<file path="src/rtl/serial_subtractor_pkg.sv">
// Shared types and step-count helpers for the digit-serial subtractor.
package serial_subtractor_pkg;

  typedef enum logic [1:0] {
    IDLE = 2'd0,
    RUN  = 2'd1,
    DONE = 2'd2
  } state_t;

  function automatic bit steps_legal(input int width, input int digit);
    return (width >= 1) && (digit >= 1) && (digit <= width) && ((width % digit) == 0);
  endfunction

  // Falls back to 1 on illegal input so elaboration reaches the explicit error.
  function automatic int calc_steps(input int width, input int digit);
    return steps_legal(width, digit) ? (width / digit) : 1;
  endfunction

endpackage

</file>
<file path="src/rtl/serial_subtractor_sub_digit.sv">
// Combinational DIGIT-wide ripple subtractor built from full-subtract bits.
module sub_digit #(
  parameter int DIGIT = 1
) (
  input  logic [DIGIT-1:0] a,
  input  logic [DIGIT-1:0] b,
  input  logic             bin,
  output logic [DIGIT-1:0] d,
  output logic             bout
);

  logic [DIGIT:0] w_br;

  assign w_br[0] = bin;

  for (genvar i = 0; i < DIGIT; i++) begin : g_bit
    assign d[i]      = a[i] ^ b[i] ^ w_br[i];
    assign w_br[i+1] = (~a[i] & b[i]) | (~(a[i] ^ b[i]) & w_br[i]);
  end

  assign bout = w_br[DIGIT];

endmodule

</file>
<file path="src/rtl/serial_subtractor.sv">
// Multi-cycle unsigned subtractor, DIGIT bits per clock with a registered borrow.
// Optional signed-overflow output enabled by SERIAL_SUBTRACTOR_SIGNED_OVF_EN.
module serial_subtractor
  import serial_subtractor_pkg::*;
#(
  parameter int WIDTH = 8,
  parameter int DIGIT = 1
) (
  input  logic             clk,
  input  logic             rst_n,
  input  logic             start,
  input  logic [WIDTH-1:0] x,
  input  logic [WIDTH-1:0] y,
  output logic             busy,
  output logic             done,
  output logic [WIDTH-1:0] diff,
`ifdef SERIAL_SUBTRACTOR_SIGNED_OVF_EN
  output logic             ovf,
`endif
  output logic             borrow_out
);

  localparam int STEPS = calc_steps(WIDTH, DIGIT);
  localparam int CW    = (STEPS > 1) ? $clog2(STEPS) : 1;

  if (!steps_legal(WIDTH, DIGIT)) begin : g_illegal
    $error("serial_subtractor: DIGIT must be >= 1 and divide WIDTH");
  end

  state_t           r_state;
  state_t           w_state_nxt;
  logic [WIDTH-1:0] r_x;
  logic [WIDTH-1:0] r_y;
  logic [WIDTH-1:0] r_acc;
  logic [WIDTH-1:0] r_diff;
  logic             r_bin;
  logic             r_borrow;
  logic [CW-1:0]    r_cnt;
  logic             w_load;
  logic             w_step;
  logic             w_last;
  logic [DIGIT-1:0] w_d;
  logic             w_bout;
  logic [WIDTH-1:0] w_acc_nxt;

  sub_digit #(.DIGIT(DIGIT)) u_sub (
    .a    (r_x[DIGIT-1:0]),
    .b    (r_y[DIGIT-1:0]),
    .bin  (r_bin),
    .d    (w_d),
    .bout (w_bout)
  );

  // New digits enter at the MSB so the last step leaves the LSB digit at the bottom.
  if (WIDTH == DIGIT) begin : g_single
    assign w_acc_nxt = w_d;
  end else begin : g_multi
    assign w_acc_nxt = {w_d, r_acc[WIDTH-1:DIGIT]};
  end

  always_ff @(posedge clk or negedge rst_n) begin
    if (!rst_n) r_state <= IDLE;
    else        r_state <= w_state_nxt;
  end

  always_comb begin
    w_state_nxt = r_state;
    w_load      = 1'b0;
    w_step      = 1'b0;
    w_last      = 1'b0;
    case (r_state)
      IDLE: begin
        if (start) begin
          w_load      = 1'b1;
          w_state_nxt = RUN;
        end
      end
      RUN: begin
        w_step = 1'b1;
        if (r_cnt == CW'(STEPS - 1)) begin
          w_last      = 1'b1;
          w_state_nxt = DONE;
        end
      end
      DONE:    w_state_nxt = IDLE;
      default: w_state_nxt = IDLE;
    endcase
  end

  always_ff @(posedge clk or negedge rst_n) begin
    if (!rst_n) begin
      r_x      <= '0;
      r_y      <= '0;
      r_acc    <= '0;
      r_diff   <= '0;
      r_bin    <= 1'b0;
      r_borrow <= 1'b0;
      r_cnt    <= '0;
    end else if (w_load) begin
      r_x   <= x;
      r_y   <= y;
      r_bin <= 1'b0;
      r_cnt <= '0;
    end else if (w_step) begin
      r_x   <= r_x >> DIGIT;
      r_y   <= r_y >> DIGIT;
      r_bin <= w_bout;
      r_acc <= w_acc_nxt;
      r_cnt <= r_cnt + CW'(1);
      if (w_last) begin
        r_diff   <= w_acc_nxt;
        r_borrow <= w_bout;
      end
    end
  end

`ifdef SERIAL_SUBTRACTOR_SIGNED_OVF_EN
  logic r_xs;
  logic r_ys;
  logic r_ovf;

  // Operand sign bits are shifted out during RUN, so keep them from the load.
  always_ff @(posedge clk or negedge rst_n) begin
    if (!rst_n) begin
      r_xs  <= 1'b0;
      r_ys  <= 1'b0;
      r_ovf <= 1'b0;
    end else if (w_load) begin
      r_xs <= x[WIDTH-1];
      r_ys <= y[WIDTH-1];
    end else if (w_last) begin
      r_ovf <= (r_xs != r_ys) && (w_acc_nxt[WIDTH-1] != r_xs);
    end
  end

  assign ovf = r_ovf;
`endif

  assign busy       = (r_state == RUN);
  assign done       = (r_state == DONE);
  assign diff       = r_diff;
  assign borrow_out = r_borrow;

endmodule
</file>
<file path="config.mk">
export PLATFORM = sky130hd
export DESIGN_NAME = serial_subtractor
export DESIGN_NICKNAME = d
export VERILOG_FILES = /design/src/rtl/serial_subtractor_pkg.sv /design/src/rtl/serial_subtractor_sub_digit.sv /design/src/rtl/serial_subtractor.sv
export SDC_FILE = /design/constraint.sdc
export NUM_CORES = 1
export LEC_CHECK = 0
export ABC_AREA = 1
export ABC_CLOCK_PERIOD_IN_PS = 1400
export CAP_MARGIN = 20
export CORE_ASPECT_RATIO = 2
export CORE_UTILIZATION = 40
export DETAILED_ROUTE_END_ITERATION = 8
export GPL_TIMING_DRIVEN = 0
export SLEW_MARGIN = 40
export SYNTH_ARGS = -nofsm -noshare
export SYNTH_HDL_FRONTEND = slang
export SYNTH_SLANG_ARGS = --single-unit
</file>
<file path="constraint.sdc">
create_clock -name clk -period 1.4 [get_ports clk]
set_clock_uncertainty 0.05 [all_clocks]
set_input_delay 0.14 -clock clk [delete_from_list [all_inputs] [get_ports clk]]
set_output_delay 0.14 -clock clk [all_outputs]
set_load 0.05 [all_outputs]
</file>
== Word level (Yosys, flattened, before mapping) ==
Cells that the tools add are included.
Word-level totals
  input port bits: 19
  output and inout bits: 11
  register bits: 39
Operators by class
  bitwise operators: 8
  equality and inequality tests: 5
  reduce and logical (&&, ||, !) cells: 5
  mux-type cells: 16
  $add $sub $neg: 1
Operator list (count)
  8-bit two-way mux: 4
  1-bit two-way mux: 7
  3-bit two-way mux: 2
  2-bit two-way mux: 2
  2-bit case mux with 2 select lines: 1
  2-bit AND reduction: 2
  3-bit by 1-bit adder with 3-bit output (second input constant): 1
  3-bit equality test (second input constant): 1
  1-bit NOT: 3
  3-bit AND reduction: 1
  1-bit AND: 2
  2-bit by 1-bit equality test with 1-bit output (second input constant): 1
  2-bit equality test (second input constant): 1
  2-bit zero test: 1
  2-bit by 1-bit inequality test with 1-bit output (second input constant): 1
  2-bit inequality test (second input constant): 1
  2-bit nonzero test: 1
  1-bit XOR: 2
  1-bit bitwise OR: 1

== Depth between registers and ports, before layout ==
  depth after elaboration: 6
  mapped depth: 6
  depth with buffers taken out: 6

== Cells and area by module ==
From an unflattened synthesis, not the netlist that was laid out.
Unflattened totals
  cell total of the unflattened synthesis: 184
  area, all modules: 1659.1 um^2
Modules (own cells, without submodules)
  serial_subtractor: area each 1627.8 um^2, times used 1, cells an instance 180
  sub_digit: area each 31.3 um^2, times used 1, cells an instance 4

== Least setup slack after synthesis ==
OpenSTA, ideal clock, no wires.
  path type: reg2out
  start point: register r_state[1]
  end point: output port done
  data required time: 1.210 ns
  cell stages (with the launch flop): 3
  arrival time: 1.121 ns
  path slack: 0.089 ns
  cell sequence: dfrtp_1 > inv_1 > nor2_1
On the way
  word-level cells in the longest chain between the ends: 1
RTL lines
  start, declared: line serial_subtractor.sv:30  | state_t r_state;
  start signal, assigned: line serial_subtractor.sv:63  | else r_state <= w_state_nxt;
  2-bit equality test: line serial_subtractor.sv:140  | assign done = (r_state == DONE);
  end, declared: line serial_subtractor.sv:15  | output logic done,
No other way between the ends.

== Worst setup path in the final report ==
  start point: register r_state[0]
  end point: output port busy
On the way
  word-level cells in the longest chain between the ends: 1
RTL lines
  2-bit by 1-bit equality test with 1-bit output: line serial_subtractor.sv:139  | assign busy = (r_state == RUN);
  end, declared: line serial_subtractor.sv:14  | output logic busy,
No other way between the ends.

==> run metrics <==
Setup WS post-layout=0.0346 ns; Root Buffer=clkbuf_8; Crit. End Element=output port; 1st-iter DRT viols=28; sequential share of the synthesized area=57.4%; top layer in use=met4; FMAX=732 MHz; Worst Hold Class=input pin to asynchronous set/reset pin; Routed Antenna Nets=0; Worst-path clk slew=0.08 ns; critical path type=flip-flop to output port; RSZ-0062 raised after global routing=true; Async S/R FF share, synth=100%; drt via density=5.04; logic gate share of total power=42.5%; grt ovf=0; area leader, netlist=dfrtp_1; largest net degree at the start of global routing=22; Top-Level Pins=30; worst slew pin tran=0.530 ns; HPWL after DPL=2.66 mm; worst hold slack=0.306 ns; area share of the largest cell type after synthesis=57.4%; Pleak=1.11 nW; FP Rows=32; Slew headroom=64.7%; CTS tree=yes; drt wl/cell=13.3 um; PD cells=2280 mW/mm^2; # diodes=0; die width=47.5 um; Max Slew Vio Count=0; Synth top cells by count=nand2_1 (60), nand3_1 (48), dfrtp_1 (38); Arr. time, crit path=1.18 ns; Tcrit/Tclk final=97.5%; crit path time final=1.37 ns; Routed Wire Length=3.73 mm; Nets=251; share of cells above drive strength 1=15.7%; Post-route DRC=0; P_sw=1.98 mW; # port buffers=29; CORE AREA=0.00392 mm^2; Critical Path Fanout Max=6; Clk Latency, worst-skew pair=0.29 ns; Area Growth Syn to Fin=35.8%; R2R depth=6; pre-CTS setup slack=-0.496 ns; WL met3=129 um; CP Launch Type=flip-flop; Synth Area per Inst=9.05 um^2; Metal-1 WL=1.40 mm; sequential share of power=35.2%; Sink Count=38; met2 wire len=2.15 mm; starting density of the core=42.2%; yosys warns=0; largest cells by area after synthesis=dfrtp_1 (57%), nand3_1 (15%), nand2_1 (14%); CP required=1.21 ns; initial antenna violation count=0; Distinct cells, synth=17; Fillers=379; Post-synth EDFFs=0; Chip Height=93.0 um; #FFs+latches synth=38; switching share of power=38.6%; Clock Power Share=22.3%; number of global-route vias before repair=1430; internal power component=3.15 mW; ys flop type=dfrtp_1; gpl congestion=0.749; maximum vdd drop=1210 uV; status=complete, no violations; overall global routing resource usage=19.1%; Max-Cap Viols=0; most frequent cell after synthesis=nand2_1; maximum clock path buffer count=2; first-pass GRT wire length=6.13 mm; TritonCTS Buffers=5; final setup fails=0; H-tree Lvls=2; total via count in the routed design=1417; Syn Nets=205; final hold vios=0; drt first pass iters=4; Mapped Cells=183; post-synthesis cell area=0.00166 mm^2; Die ar.=0.00442 mm^2
[flip-flops by register name, summed over array words and instances (netlist names)]
name,flops
diff,8
r_x,8
r_y,8
r_acc,7
r_cnt,3
r_state,2
borrow_out,1
r_bin,1
[worst max-delay path: stages (launching register included)]
cell and delay (ns):
dfrtp_2 0.42, inv_2 0.06, nor2_4 0.14, buf_6 0.13, buf_8 0.14
[power by group through the flow]
stage / clock network, mW / registers (mW) / logic (mW)
2_1_floorplan: 0 / 2.11 / 1.10
3_3_place_gp: 0 / 1.80 / 1.99
3_5_place_dp: 0 / 1.82 / 2.05
4_1_cts: 1.16 / 1.80 / 1.99
5_1_grt: 1.21 / 1.86 / 2.39
6_report: 1.14 / 1.80 / 2.18
[per-layer routing]
metal  track usage (%)  vias up
li1                  -      688
met1              20.0      684
met2              34.6       39
met3              3.47        6
met4              7.14        0
met5                 0        -
[cell families after synthesis]
| family | synth area share, % |
|---|---|
| compound gates | 2.72 |
| buf+inv | 6.50 |
| simple gates | 30.6 |
| flops | 57.4 |
| fa+ha+maj | 2.72 |
[through the flow]
stage	setup TNS [ns]	total power, mW	instances	instance area, um^2	util [%]
2_1_floorplan	0	3.21	183	1660	-
3_3_place_gp	-28.76	3.78	263	2010	51.2
3_5_place_dp	-1.64	3.87	264	2030	51.8
4_1_cts	-0.163	4.95	273	2170	55.4
5_1_grt	-0.0708	5.45	281	2250	57.3
6_report	0	5.12	281	2250	57.3
[repair_timing]
item / 4_1_cts / 5_1_grt
buffers inserted: 0 / 7
setup endpoints to repair: 20 / 14
pin swaps: 0 / 2
resized for setup: 22 / 14
gates cloned: 0 / 1
endpoints found under the hold margin: 20 / 0
hold buffers: 1 / 0
[layout make-up]
cell class | instances | area (um^2) | area share, %
clock buffer | 6 | 82.6 | 3.67
inverter | 9 | 33.8 | 1.50
tap | 51 | 63.8 | 2.84
clock inverter | 2 | 60.1 | 2.67
buffer | 9 | 73.8 | 3.28
sequential | 38 | 952 | 42.3
multi-input combinational | 128 | 608 | 27.0
timing repair buffer | 38 | 374 | 16.6
[path summary, 6_finish.rpt]
check	startpoint	endpoint	slack (ns)
worst max-delay path	r_state[0]	busy	0.03
worst min-delay path	rst_n	r_acc[2]	0.31
worst max register to register	r_cnt[0]	diff[1]	0.08
worst min register to register	diff[1]	diff[1]	0.43
max in group asynchronous	rst_n	r_x[2]	0.52
min in group clk	x[7]	r_x[7]	0.35
[placed cells by master (no fill, tap or decap)]
cell	n
buf_4	9
buf_16	1
dlygate4sd2_1	2
clkdlybuf4s15_1	6
nand3_1	48
bufinv_16	2
clkbuf_2	1
o21ai_0	4
fa_1	1
dfrtp_2	1
o21ai_1	5
inv_1	7
nor2_4	2
buf_6	5
clkdlybuf4s50_1	17
buf_2	3
dfrtp_1	37
inv_2	2
nand2_1	60
nor2_1	3
clkbuf_1	1
ha_1	2
nand2_2	2
clkbuf_8	6
dlygate4sd3_1	1
buf_8	1
nor2_2	1
Note: power is estimated with default switching activity, not from simulation.
